**config.mk**
```make
export PLATFORM = sky130hd
export DESIGN_NAME = fetch_ctrl
export DESIGN_NICKNAME = d
export VERILOG_FILES = /design/src/rtl/fetch_ctrl.sv
export SDC_FILE = /design/constraint.sdc
export NUM_CORES = 1
export LEC_CHECK = 0
export BUFFER_PORTS_ARGS = -buffer_cell sky130_fd_sc_hd__buf_2
export CAP_MARGIN = 20
export CORE_AREA = 2 2 53 55
export DETAILED_ROUTE_END_ITERATION = 16
export DIE_AREA = 0 0 55 57
export GPL_TIMING_DRIVEN = 0
export HOLD_SLACK_MARGIN = 0.12
export PLACE_DENSITY = 0.89
export RECOVER_POWER = 100
export SLEW_MARGIN = 20
export SYNTH_ARGS = -nofsm -noshare
export SYNTH_HDL_FRONTEND = slang
export SYNTH_SLANG_ARGS = --single-unit
export TNS_END_PERCENT = 20
```
**constraint.sdc**
```tcl
create_clock -name clk -period 2.9 [get_ports clk]
set_clock_uncertainty 0.05 [all_clocks]
set_input_delay 0.29 -clock clk [delete_from_list [all_inputs] [get_ports clk]]
set_output_delay 0.29 -clock clk [all_outputs]
set_load 0.01 [all_outputs]
```
**src/rtl/fetch_ctrl.sv**
```systemverilog
`default_nettype none
// +----------------------------------------------------------------------------+
// | fetch_ctrl: fetch-stage sequencer (PC enable/select, IF/ID control, imem)  |
// | Optional FETCH_PERF_EN adds stall/redirect performance counters.           |
// | Rev 1.0                                                                    |
// +----------------------------------------------------------------------------+
module fetch_ctrl #(
  parameter int MAX_WAIT  = 15,
  parameter int FLUSH_CYC = 1,
  parameter int CNT_W     = 4
) (
  input  logic        clk,
  input  logic        reset,
  input  logic        stall_in,
  input  logic        br_taken,
  input  logic        imem_ack,
  output logic        imem_req,
  output logic        pc_we,
  output logic        pc_sel,
  output logic        pipe_we,
  output logic        pipe_flush,
  output logic        fault,
  output logic [31:0] stall_cnt,
  output logic [31:0] flush_cnt
);

  localparam logic [CNT_W-1:0] C_FLUSH_LOAD = CNT_W'(FLUSH_CYC - 1);
  localparam logic [CNT_W-1:0] C_WAIT_LAST  = CNT_W'(MAX_WAIT - 1);
  localparam logic [CNT_W-1:0] C_CNT_ONE    = CNT_W'(1);

  typedef enum logic [2:0] {
    S_INIT     = 3'd0,
    S_RUN      = 3'd1,
    S_WAIT_MEM = 3'd2,
    S_FLUSH    = 3'd3,
    S_FAULT    = 3'd4
  } state_t;

  state_t           state, state_nxt;
  logic [CNT_W-1:0] cnt, cnt_nxt;
  logic             redir_pend, redir_pend_nxt;

  always_ff @(posedge clk) begin
    if (reset) begin
      state      <= S_INIT;
      cnt        <= '0;
      redir_pend <= 1'b0;
    end else begin
      state      <= state_nxt;
      cnt        <= cnt_nxt;
      redir_pend <= redir_pend_nxt;
    end
  end

  always_comb begin
    state_nxt      = state;
    cnt_nxt        = cnt;
    redir_pend_nxt = redir_pend;
    imem_req       = 1'b0;
    pc_we          = 1'b0;
    pc_sel         = 1'b0;
    pipe_we        = 1'b0;
    pipe_flush     = 1'b0;
    fault          = 1'b0;
    case (state)
      S_INIT: begin
        pipe_flush     = 1'b1;
        cnt_nxt        = '0;
        redir_pend_nxt = 1'b0;
        state_nxt      = S_RUN;
      end
      S_RUN, S_WAIT_MEM: begin
        imem_req = 1'b1;
        if (imem_ack) begin
          cnt_nxt = '0;
          if (br_taken || redir_pend) begin
            // Target is loaded on this edge; the fetched word is wrong-path.
            pc_sel         = 1'b1;
            pc_we          = 1'b1;
            pipe_flush     = 1'b1;
            redir_pend_nxt = 1'b0;
            cnt_nxt        = C_FLUSH_LOAD;
            state_nxt      = S_FLUSH;
          end else if (stall_in) begin
            state_nxt = S_RUN;
          end else begin
            pc_we     = 1'b1;
            pipe_we   = 1'b1;
            state_nxt = S_RUN;
          end
        end else begin
          if (br_taken) redir_pend_nxt = 1'b1;
          if (cnt == C_WAIT_LAST) begin
            state_nxt = S_FAULT;
          end else begin
            cnt_nxt   = cnt + C_CNT_ONE;
            state_nxt = S_WAIT_MEM;
          end
        end
      end
      S_FLUSH: begin
        pipe_flush = 1'b1;
        if (cnt == '0) state_nxt = S_RUN;
        else           cnt_nxt   = cnt - C_CNT_ONE;
      end
      S_FAULT: begin
        fault      = 1'b1;
        pipe_flush = 1'b1;
      end
      default: state_nxt = S_INIT;
    endcase
  end

`ifdef FETCH_PERF_EN
  logic [31:0] stall_cnt_q, flush_cnt_q;
  logic        stall_inc;

  assign stall_inc = ((state == S_RUN) || (state == S_WAIT_MEM)) && !pc_we;

  always_ff @(posedge clk) begin
    if (reset) begin
      stall_cnt_q <= '0;
      flush_cnt_q <= '0;
    end else begin
      if (stall_inc && (stall_cnt_q != '1)) stall_cnt_q <= stall_cnt_q + 32'd1;
      // pc_sel is asserted only on the redirect cycle.
      if (pc_sel && (flush_cnt_q != '1))    flush_cnt_q <= flush_cnt_q + 32'd1;
    end
  end

  assign stall_cnt = stall_cnt_q;
  assign flush_cnt = flush_cnt_q;
`else
  assign stall_cnt = 32'd0;
  assign flush_cnt = 32'd0;
`endif

endmodule
`default_nettype wire
```
== Yosys cells after proc, flatten, opt, wreduce, memory -nomap -nowiden ==
Cells that the tools add are included.
Operators by class
  equal/unequal tests: 10
  reduce and logical (&&, ||, !) cells: 10
  $add $sub $neg: 2
  multiplexer cells: 26
  bitwise logic cells: 1
Operators with widths (count)
  two-way mux 1 bit: 15
  two-way mux 4 bit: 3
  case mux 3 bit (4 select lines): 1
  case mux 4 bit (3 select lines): 1
  two-way mux 3 bit: 3
  inequality test 3 bit, second input constant: 3
  == test 3 x 2 -> 1 bit, second input constant: 2
  AND reduction 3 bit: 2
  adder 4 x 1 -> 4 bit, second input constant: 1
  == test 4 bit, second input constant: 1
  logical NOT 4 bit: 1
  inequality test 2 bit, second input constant: 2
  case mux 1 bit (2 select lines): 2
  subtractor 4 x 1 -> 4 bit, second input constant: 1
  == test 3 x 1 -> 1 bit, second input constant: 1
  == test 3 bit, second input constant: 1
  logical NOT 3 bit: 1
  nonzero test 3 bit: 1
  OR reduction 3 bit: 1
  two-way mux 2 bit: 1
  AND reduction 2 bit: 1
  nonzero test 2 bit: 1
  OR reduction 2 bit: 1
  logical OR 1 bit: 1
  NOT 1 bit: 1
Word-level totals
  register bits: 8
  input port bits: 5
  word-level logic and storage cells: 52

== Depth between registers and ports, before layout ==
  depth after elaboration: 4
  depth in mapped cells: 7
  mapped depth without buffers: 7

== Worst setup path before layout ==
Ideal clock, no wire load.
  kind: register to output
  from: register state[1]
  to: output pipe_we
  arrival time: 1496 ps
  cell stages (with the launch flop): 6
  setup slack: 1064 ps
  required time: 2560 ps
  cell sequence: dfxtp_1 > or2b_2 > and2_2 > nor2_2 > nand2_1 > nor4_1
Between the ends
  cells in the longest elaborated chain, start to end: 3
  elaborated cells on any way between the ends: 4
  those cells by class: 2 x eq/ne; 1 x mux; 1 x reduce/logical
Ends and longest elaborated chain
  start: declaration: RTL line 39  | state_t state, state_nxt;
  start signal: assignment: RTL line 49  | state <= state_nxt;
  == test 3 x 1 -> 1 bit or == test 3 x 2 -> 1 bit (tied branches): RTL line 65  | case (state)
  OR reduction 2 bit *: RTL line 65
  two-way mux 1 bit *: RTL line 65
  end: declaration: RTL line 20  | output logic pipe_we,
Every way passes the cells marked *; elsewhere a longest branch is shown, timed or not.

== Worst setup path after layout ==
Same ends and word-level chain as after synthesis.

==> flow_summary_export.csv <==
group,metric,value,unit
floorplan,core_area,2620,µm²
drt,finalWirelength,1950,µm
clock_network,post_cts_resize_count,0,
synthesis,synthSimpleGateAreaFrac,0.149,
floorplan,row_count,19,
finish,final_cell_area,1440,µm²
floorplan,die_area,3140,µm²
timing,fin_setup_tns,0,ps
global_route,grt_pass1_wl,3020,µm
finish,nNetsFinal,229,
min_path,holdCritPathClass,"in -> reg",
global_route,antenna_found_initial,0,
drt,antenna_left,0,
timing,setup_viol,0,
place,gp_congestion,0.862,
synthesis,synth_compound_area_frac,0.153,
synthesis,yosysSeqAreaShare,0.143,
drt,wl_per_cell,7.84,µm
synthesis,yosys-mux-area-fraction,0.00896,
min_path,worstHoldPathCells,2,
clock_network,clkSinkCount,8,
synthesis,ys_ff_latch,8,
place,dp_hpwl,1660,µm
critical_path,endpoint_kind,"primary output",
power_and_ir_drop,p_leak,0.828,nW
finish,diodes,0,
floorplan,initial_utilization,0.427,
global_route,grt_pass1_vias,732,
clock_network,clock_path_buffers,2,
outcome,status,"finished, final reports clean",
global_route,grt_max_degree,11,
clock_network,numCtsBuffers,3,
critical_path,critical_path_class,"reg -> out",
synthesis,avgSynthCellArea,7.81,µm²
timing,fin_crit,2230,ps
timing,fmax,0.449,GHz
timing,finalCritPeriodShare,0.769,
critical_path,worstPathRequired,2560,ps
clock_network,insertion_delay,260,ps
synthesis,netlist_area,1120,µm²
critical_path,r2r_start,"cnt[0]",
floorplan,die_x,55,µm
floorplan,ioPinCount,75,
power_and_ir_drop,ir_drop,0.176,mV
synthesis,synth_top_family_by_area,"buffers and inverters",
power_and_ir_drop,power_density,296,nW/µm²
synthesis,syn_inst,143,
timing,hold_viol_final,0,
synthesis,ys_warn_count,0,
clock_network,cts_tree,"yes",
global_route,grtUsageTotal,0.131,
finish,drive_above_1_share,0.358,
critical_path,reg2reg_to,"cnt[2]",
drt,drt_iter0_drc,33,
synthesis,synthXorXnorAreaFrac,0.0146,
drt,drc,0,
clock_network,h-tree-depth,1,
clock_network,postCtsSetupRepairBufs,0,
global_route,overflow,0,
drt,firstDrtPassIters,4,
synthesis,yosys.area_share.adder,0.0538,
critical_path,crit_path_start_kind,"register",
synthesis,synth_cell_types,31,
clock_network,path_clk_slew,60,ps
clock_network,cts_root_buf,"clkbuf_4",
clock_network,ctsHoldBuffers,0,
drt,vias,980,
finish,area_growth_syn_to_layout,28.9,%
critical_path,ff2ff_setup_slack,910,ps
min_path,min_from,"reset",
drt,via_per_inst,3.94,
critical_path,r2r_cells,7,
place,placed_cell_area,1440,µm²
critical_path,critPathMaxFanout,4,
timing,rsz0062_at_grt,"false",
timing,final-max-slew-violation-count,0,
place,io_buffers,9,
min_path,min_to,"state[1]",
critical_path,worstPathArrival,1890,ps
job,cap_viol_max_count,0,
floorplan,die-height,57,µm
critical path: stages, from the launching register on:
cell and delay (ps):
dfxtp_1 350, or2b_2 310, and2_2 180, nor2_1 260, nand2_1 160, nor4_1 190, clkbuf_1 180
layout make-up:
| class | instances | area [µm²] |
|---|---|---|
| timing repair buffer | 9 | 38.8 |
| buffer | 67 | 503 |
| inverter | 5 | 18.8 |
| fill | 258 | 1170 |
| tap | 31 | 38.8 |
| multi-input combinational | 126 | 658 |
| clock buffer | 3 | 22.5 |
| sequential | 8 | 160 |
power by group:
part           switching, mW  internal (mW)  leakage [nW]
Sequential            0.0126          0.119        0.0655
Clock                 0.0421         0.0476        0.0138
Combinational          0.107         0.0984         0.748
logic make-up after synthesis:
logic type | Yosys count
flip-flops | 8
AND/OR/NAND/NOR | 34
AO/OA/AOI/OAI | 21
other | 1
XOR/XNOR | 1
multiplexers | 1
buffers and inverters | 72
adder cells (fa/ha/maj) | 5
cell usage after synthesis:
library cell  instances  area share
a21oi_2               1      0.0078
buf_4                65        0.44
conb_1                1      0.0034
a211oi_1              3       0.020
nand2b_1              1      0.0056
o221ai_1              2       0.016
buf_6                 2       0.020
a311oi_4              1       0.024
nand2_1               8       0.027
nand3_1               2      0.0090
ha_1                  4       0.045
o221a_2               1       0.010
nor3b_1               1      0.0067
nand4b_1              1      0.0078
maj3_1                1      0.0090
nor2_2                1      0.0056
or2b_2                1      0.0078
or4_1                 1      0.0067
o211ai_1              2       0.013
a21oi_1               3       0.013
a21boi_0              1      0.0067
o32a_1                1      0.0090
dfxtp_1               8        0.14
and2_2                1      0.0067
xor2_2                1       0.015
mux2i_1               1      0.0090
nor2_1               11       0.037
a31oi_1               6       0.034
inv_1                 5       0.017
nor4_1                2       0.011
nor3_1                4       0.018
placed cells by master, fill, tap and decap left out, drive strengths merged, types with 2 or more instances in the layout:
master	instances
a211oi	3
a21oi	4
a31oi	6
buf	70
clkbuf	9
conb	64
dfxtp	8
ha	4
inv	5
nand2	8
nand3	2
nor2	12
nor3	4
nor4	2
o211ai	2
o221ai	2
state kept, by name, summed over array words and instances, names as in the netlist:
name        flops
redir_pend      1
state           3
cnt             4
through the flow:
step	util	total power [mW]	cells	hold slack, ps	worst slack [ps]
final	0.551	0.426	249	178	671
after global routing	0.551	0.462	249	171	538
after CTS	0.558	0.430	249	169	750
after detailed placement	0.550	0.339	246	451	910
after global placement	0.550	0.337	246	448	1020
after floorplan	-	0.313	206	423	1060
per-layer routing:
metal,GRT usage,wire (µm)
met4,0.0732,42
met2,0.228,975
met1,0.146,686
met3,0.0209,249
met5,0,0
how the worst max path moves through the flow:
stage | startpoint | end
floorplan | state[1] | pipe_we
global placement | cnt[0] | cnt[2]
detailed placement | cnt[0] | cnt[2]
CTS | state[1] | pipe_we
global route | state[1] | pipe_we
finish | state[1] | pipe_we
Power figures use the tool's default switching activity.
